==> config.mk <==
export PLATFORM = sky130hd
export DESIGN_NAME = store_buffer
export DESIGN_NICKNAME = d
export VERILOG_FILES = /design/src/rtl/store_buffer_pkg.sv /design/src/rtl/sb_lane_select.sv /design/src/rtl/store_buffer.sv
export SDC_FILE = /design/constraint.sdc
export NUM_CORES = 1
export LEC_CHECK = 0
export ABC_AREA = 0
export CORE_MARGIN = 5
export CORE_UTILIZATION = 55
export CTS_CLUSTER_DIAMETER = 100
export DETAILED_ROUTE_END_ITERATION = 10
export HOLD_SLACK_MARGIN = 0.03
export PLACE_DENSITY = 0.78
export SLEW_MARGIN = 20
export SYNTH_ARGS = -nofsm -noshare
export SYNTH_HDL_FRONTEND = slang
export SYNTH_SLANG_ARGS = --single-unit
==> constraint.sdc <==
create_clock -name clk -period 5.15 [get_ports clk]
set_input_delay 1.2875 -clock clk [delete_from_list [all_inputs] [get_ports clk]]
set_output_delay 1.2875 -clock clk [all_outputs]
set_load 0.01 [all_outputs]
==> src/rtl/store_buffer_pkg.sv <==
// Shared types and sizing for the data-SRAM store buffer.
// Entry field widths are fixed by the 32-bit word-addressed data SRAM.
package store_buffer_pkg;

    localparam int SB_DEPTH  = 4;
    localparam int SB_PTR_W  = 2;
    localparam int SB_WORD_W = 30;
    localparam int SB_WEN_W  = 4;
    localparam int SB_DATA_W = 32;

    // Stall requests handed to the hazard unit.
    typedef struct packed {
        logic store;
        logic ld_conflict;
    } stall_bus_t;

endpackage

==> src/rtl/sb_lane_select.sv <==
// Per-byte-lane forwarding selector: picks the youngest buffered entry that
// supplies this lane for the load's word.
module sb_lane_select #(
    parameter int DEPTH = 4,
    parameter int PTR_W = 2
) (
    input  logic [DEPTH-1:0]      hit,
    input  logic [DEPTH-1:0][7:0] lane_bytes,
    input  logic [PTR_W-1:0]      head,
    output logic                  found,
    output logic [7:0]            sel
);

    logic [PTR_W-1:0] idx;

    // Walk oldest to youngest starting at head; the last match is the youngest.
    always_comb begin
        found = 1'b0;
        sel   = '0;
        idx   = '0;
        for (int i = 0; i < DEPTH; i++) begin
            idx = head + PTR_W'(i);
            if (hit[idx]) begin
                found = 1'b1;
                sel   = lane_bytes[idx];
            end
        end
    end

endmodule

==> src/rtl/store_buffer.sv <==
// Store buffer between the MEM stage and data_sram: in-order drain, youngest-entry
// coalescing, and byte-granular load forwarding with a partial-overlap stall.
module store_buffer
    import store_buffer_pkg::*;
#(
    parameter int DEPTH = SB_DEPTH,
    parameter int PTR_W = SB_PTR_W
) (
    input  logic        clk,
    input  logic        resetn,
    input  logic        st_valid,
    input  logic [31:0] st_addr,
    input  logic [3:0]  st_wen,
    input  logic [31:0] st_wdata,
    output logic        st_ready,
    output logic        stallreq_for_store,
    input  logic        ld_valid,
    input  logic [31:0] ld_addr,
    input  logic [3:0]  ld_ben,
    output logic        ld_fwd_hit,
    output logic [31:0] ld_fwd_data,
    output logic [3:0]  ld_fwd_mask,
    output logic        stallreq_for_ld_conflict,
    output logic        data_sram_en,
    output logic [3:0]  data_sram_wen,
    output logic [31:0] data_sram_addr,
    output logic [31:0] data_sram_wdata,
    input  logic        data_sram_ready,
    output logic        sb_empty
);

    localparam logic [PTR_W:0] CNT_FULL = (PTR_W+1)'(DEPTH);
    localparam logic [PTR_W:0] CNT_TWO  = (PTR_W+1)'(2);

    logic [DEPTH-1:0]           valid;
    logic [SB_WORD_W-1:0]       word_q [DEPTH];
    logic [SB_WEN_W-1:0]        wen_q  [DEPTH];
    logic [SB_DATA_W-1:0]       data_q [DEPTH];
    logic [PTR_W-1:0]           head;
    logic [PTR_W-1:0]           tail;
    logic [PTR_W:0]             count;

    logic [SB_WORD_W-1:0]       st_word;
    logic [SB_WORD_W-1:0]       ld_word;
    logic [PTR_W-1:0]           youngest;
    logic                       head_vld;
    logic                       retire;
    logic                       merge;
    logic                       alloc;
    logic [PTR_W:0]             count_nxt;
    logic [DEPTH-1:0]           word_match;
    logic [3:0]                 lane_found;
    logic [3:0][7:0]            lane_byte;
    stall_bus_t                 stall;
    logic                       unused_addr_bits;

    assign unused_addr_bits = ^{st_addr[1:0], ld_addr[1:0]};

    assign st_word  = st_addr[31:2];
    assign ld_word  = ld_addr[31:2];
    assign youngest = tail - 1'b1;
    assign head_vld = (count != '0);
    assign retire   = head_vld & data_sram_ready;

    // With a single entry the youngest is the head, which may be mid-handshake,
    // so coalescing needs at least two entries.
    assign merge    = st_valid & (count >= CNT_TWO) & (word_q[youngest] == st_word);
    assign st_ready = merge | (count != CNT_FULL) | retire;
    assign alloc    = st_valid & ~merge & st_ready;

    always_comb begin
        count_nxt = count;
        if (alloc && !retire) begin
            count_nxt = count + 1'b1;
        end else if (!alloc && retire) begin
            count_nxt = count - 1'b1;
        end
    end

    // Control state: the only reset flops.
    always_ff @(posedge clk) begin
        if (!resetn) begin
            valid <= '0;
            head  <= '0;
            tail  <= '0;
            count <= '0;
        end else begin
            if (retire) begin
                valid[head] <= 1'b0;
                head        <= head + 1'b1;
            end
            // Ordered after retire so a full-buffer alloc into the retiring slot wins.
            if (alloc) begin
                valid[tail] <= 1'b1;
                tail        <= tail + 1'b1;
            end
            count <= count_nxt;
        end
    end

    // Entry payload: only meaningful under valid, so never reset.
    always_ff @(posedge clk) begin
        if (merge) begin
            for (int b = 0; b < 4; b++) begin
                if (st_wen[b]) begin
                    data_q[youngest][8*b +: 8] <= st_wdata[8*b +: 8];
                end
            end
            wen_q[youngest] <= wen_q[youngest] | st_wen;
        end else if (alloc) begin
            word_q[tail] <= st_word;
            wen_q[tail]  <= st_wen;
            data_q[tail] <= st_wdata;
        end
    end

    assign data_sram_en    = head_vld;
    assign data_sram_wen   = head_vld ? wen_q[head] : '0;
    assign data_sram_addr  = head_vld ? {word_q[head], 2'b00} : '0;
    assign data_sram_wdata = head_vld ? data_q[head] : '0;
    assign sb_empty        = ~head_vld;

    always_comb begin
        word_match = '0;
        for (int i = 0; i < DEPTH; i++) begin
            word_match[i] = valid[i] & (word_q[i] == ld_word);
        end
    end

    for (genvar b = 0; b < 4; b++) begin : g_lane
        logic [DEPTH-1:0]      hit;
        logic [DEPTH-1:0][7:0] lane_bytes;

        always_comb begin
            hit        = '0;
            lane_bytes = '0;
            for (int i = 0; i < DEPTH; i++) begin
                hit[i]        = word_match[i] & wen_q[i][b];
                lane_bytes[i] = data_q[i][8*b +: 8];
            end
        end

        sb_lane_select #(
            .DEPTH (DEPTH),
            .PTR_W (PTR_W)
        ) u_sel (
            .hit        (hit),
            .lane_bytes (lane_bytes),
            .head       (head),
            .found      (lane_found[b]),
            .sel        (lane_byte[b])
        );

        assign ld_fwd_data[8*b +: 8] = ld_fwd_mask[b] ? lane_byte[b] : 8'h00;
    end

    assign ld_fwd_mask = lane_found & ld_ben;
    assign ld_fwd_hit  = ld_valid & (ld_fwd_mask == ld_ben) & (ld_ben != 4'b0000);

    assign stall.store       = st_valid & ~st_ready;
    assign stall.ld_conflict = ld_valid & (ld_fwd_mask != 4'b0000) & (ld_fwd_mask != ld_ben);

    assign stallreq_for_store       = stall.store;
    assign stallreq_for_ld_conflict = stall.ld_conflict;

endmodule

==> run_results.csv <==
group,metric,value,unit
outcome,outcome,"finished, violations left",
outcome,violations,"negative setup slack",
detailed_routing,drc_errors,0,
detailed_routing,drt_first_iter_violations,1572,
floorplan,ios,219,
clocking,cts_root_buf,"clkbuf_16",
timing,hold_viol,0,
timing,slew_viol_final,0,
floorplan,die_y,190,um
worst_setup_path,path_common_cell,"buf_4",
clocking,cts_max_level,1,
cells_and_area,final_nets,1834,
cells_and_area,layout_commonest_cell,"edfxtp_1",
floorplan,core_area,0.0317,mm^2
synthesis,ys_seq_elements,277,
timing,relSlewSlack,23.0,%
synthesis,syn_area,0.0177,mm^2
flow_run,max-cap-violations,0,
timing,grt_setup_unrepaired,"true",
detailed_routing,firstDrtPassIters,7,
clocking,clock_latency,580,ps
power,power.ir.vdd_worst,0.482,mV
timing,skew,30.7,ps
power,p_leak,8.22,nW
clocking,tritoncts,"built",
cells_and_area,n_fill_cell,1944,
global_routing,grt-ovfl-total,0,
synthesis,ys_async_sr_fraction,0,%
detailed_routing,via_per_inst,6.59,
cells_and_area,final-seq-area,0.00820,mm^2
timing,finalCriticalPeriod,5500,ps
floorplan,core.rowCount,65,
detailed_routing,wl,54600,um
synthesis,yosysSeqAreaShare,46.2,%
place,numPortBuffers,212,
detailed_routing,ant_nets,0,
floorplan,dieArea,0.0359,mm^2
detailed_routing,vias,14100,
timing,tightest_slew,1160,ps
synthesis,synth_top_cell_by_area,"edfxtp_1",
synthesis,ys_warn_count,0,
synthesis,yosysTopAreaCellShare,44.7,%
place,gp_congestion,0.890,
worst_setup_path,worst_ep_arrival_time,4210,ps
clocking,cts_buffers,30,
cells_and_area,synthToLayoutAreaGrowth,31.7,%
synthesis,ys.flop_type,"edfxtp_1",
global_routing,track_usage,29.3,%
synthesis,synth_edf_count,264,
timing,setup-tns-final,-5920,ps
power,power_density,415,mW/mm^2
global_routing,grt_pass1_wl,82700,um
detailed_routing,routedWlPerCell,25.5,um
min_path,hp-class,"reg -> reg",
cells_and_area,drive_gt1_share,39.3,%
clocking,cts_hold_buf,0,
clocking,cts.sinks,277,
synthesis,synth_cell_types,73,
worst_setup_path,required,3860,ps
floorplan,die_x,190,um
timing,fin_crit_sh,107,%
global_routing,antenna_found_initial,3,
worst_setup_path,start_kind,"primary input",
cells_and_area,multiInputGateArea,0.0101,mm^2
worst_setup_path,critPathKind,"in -> out",
worst_setup_path,crit_fanout,5,
cells_and_area,utilization,73.6,%
timing,whs,526,ps
global_routing,grt_max_degree,151,
cells_and_area,mostFrequentLayoutCells,"edfxtp_1, buf_4, clkdlybuf4s50_1, mux4_2, xnor2_1",
worst_setup_path,worst-path-buf-inv,5,
synthesis,synth_cells,1398,
clocking,clkTransAtPathRegs,60,ps
global_routing,grt_pass1_vias,14300,
worst_setup_path,cp_top_family,"simple AND/OR/NAND/NOR gates",
floorplan,start_util,55.9,%
worst_setup_path,critPathMaxStageDelay,530,ps
worst_setup_path,crit_chain,"buf_8 > buf_4 > xnor2_2 > buf_4 > nand4_1 > nor4_4 > buf_4 > nand4_1 > a32oi_2 > o21ai_0 > nand3_1 > o32ai_1 > or4b_4 > buf_6",
place,place_ws,-1140,ps
timing,setup-violations-final,33,
timing,setup_slack,-351,ps
worst_setup_path,slowest_stage,"or4b_4",
place,hpwl,35600,um
synthesis,synth.area.top_cells,"edfxtp_1, mux4_2, xnor2_1, mux2_2, and2_1",
synthesis,syn_avg_cell_area,12.7,um^2
timing,timing.fmax,182,MHz
worst_setup_path,crit_path_end_kind,"output port",
clocking,max-clock-path-buffers,3,
==> metrics by stage <==
step	instances	area, um^2	total power, mW
finish	2140	23300	9.69
global route	2140	23300	10.1
CTS	2134	23000	9.58
detailed placement	2051	21100	7.22
global placement	2051	21100	7.15
floorplan	1399	17700	5.59
==> power breakdown <==
group	internal [mW]	switching [mW]
clock network	1.26	0.903
logic	2.31	2.26
registers	2.71	0.257
total	6.27	3.42
==> layout make-up <==
cell class | instances | share of cell area (%)
Antenna cell | 1 | 0.0107
Multi-Input combinational cell | 978 | 43.3
Clock inverter | 22 | 0.911
Sequential cell | 277 | 35.1
Inverter | 35 | 0.632
Tap cell | 402 | 2.15
Clock buffer | 32 | 3.25
Timing Repair Buffer | 393 | 14.6
==> flip-flops by register name, indices dropped and copies added, names as in the netlist, named ones only <==
register	flops
wen_q	16
count	3
valid	4
word_q	120
head	2
tail	2
data_q	128
==> worst register-to-register path, cell delays in order, from the launching register on <==
cell and delay (ps):
dfxtp_4 370, buf_4 120, buf_6 330, mux4_2 610, xnor2_2 200, nand4_1 210
nor4_2 400, nand4_2 260, buf_4 240, nor2_1 150, nand2_1 180, o22ai_1 940
==> repair_timing <==
| item | 4_1_cts | 5_1_grt |
|---|---|---|
| resized for setup | 447 | 68 |
| setup buffers | 27 | 7 |
| cloned | 2 | 0 |
| endpoints found under the setup margin | 40 | 40 |
| pin swaps | 76 | 41 |
| hold endpoints to repair | 0 | 0 |
==> worst paths after layout <==
path,from,endpoint,slack (ps),depth (start not counted)
max,ld_addr[25],ld_fwd_data[13],-350,14
min,count[2],count[2],530,2
max reg2reg,tail[0],data_q[2][5],720,11
min reg2reg,count[2],count[2],530,2
==> cells by family after synthesis <==
family	after synthesis	share of synthesized area, %
and+or+nand+nor	388	12.4
DFF	277	46.2
muxes	244	22.9
AOI/OAI and AO/OA	179	6.75
xor gates and xnor gates	154	7.61
buffers and inverters	145	3.36
adders and majority gates	10	0.748
other	1	0.0212
==> metal layers <==
metal  GRT usage, %  vias up  wire [um]
met4           9.74        4       2090
met3           5.11      177       5380
met5              0        -         27
met2           50.2      941      27300
met1           38.1     6933      19900
li1               -     6043          -
==> synthesized netlist by cell type (10+ instances only) <==
library cell	count
a211oi_1	10
a21o_1	14
a21oi_1	30
a31oi_1	18
and2_1	80
and3_1	11
buf_1	27
buf_2	10
clkbuf_1	68
dfxtp_1	13
edfxtp_1	264
inv_1	32
mux2_2	79
mux2i_1	43
mux4_2	121
nand2_1	68
nand3_1	33
nand4_1	47
nor2_1	50
nor2b_1	12
nor3_1	30
o21ai_0	37
o22ai_1	20
xnor2_1	139
xor2_1	15
Power figures use the tool's default switching activity.
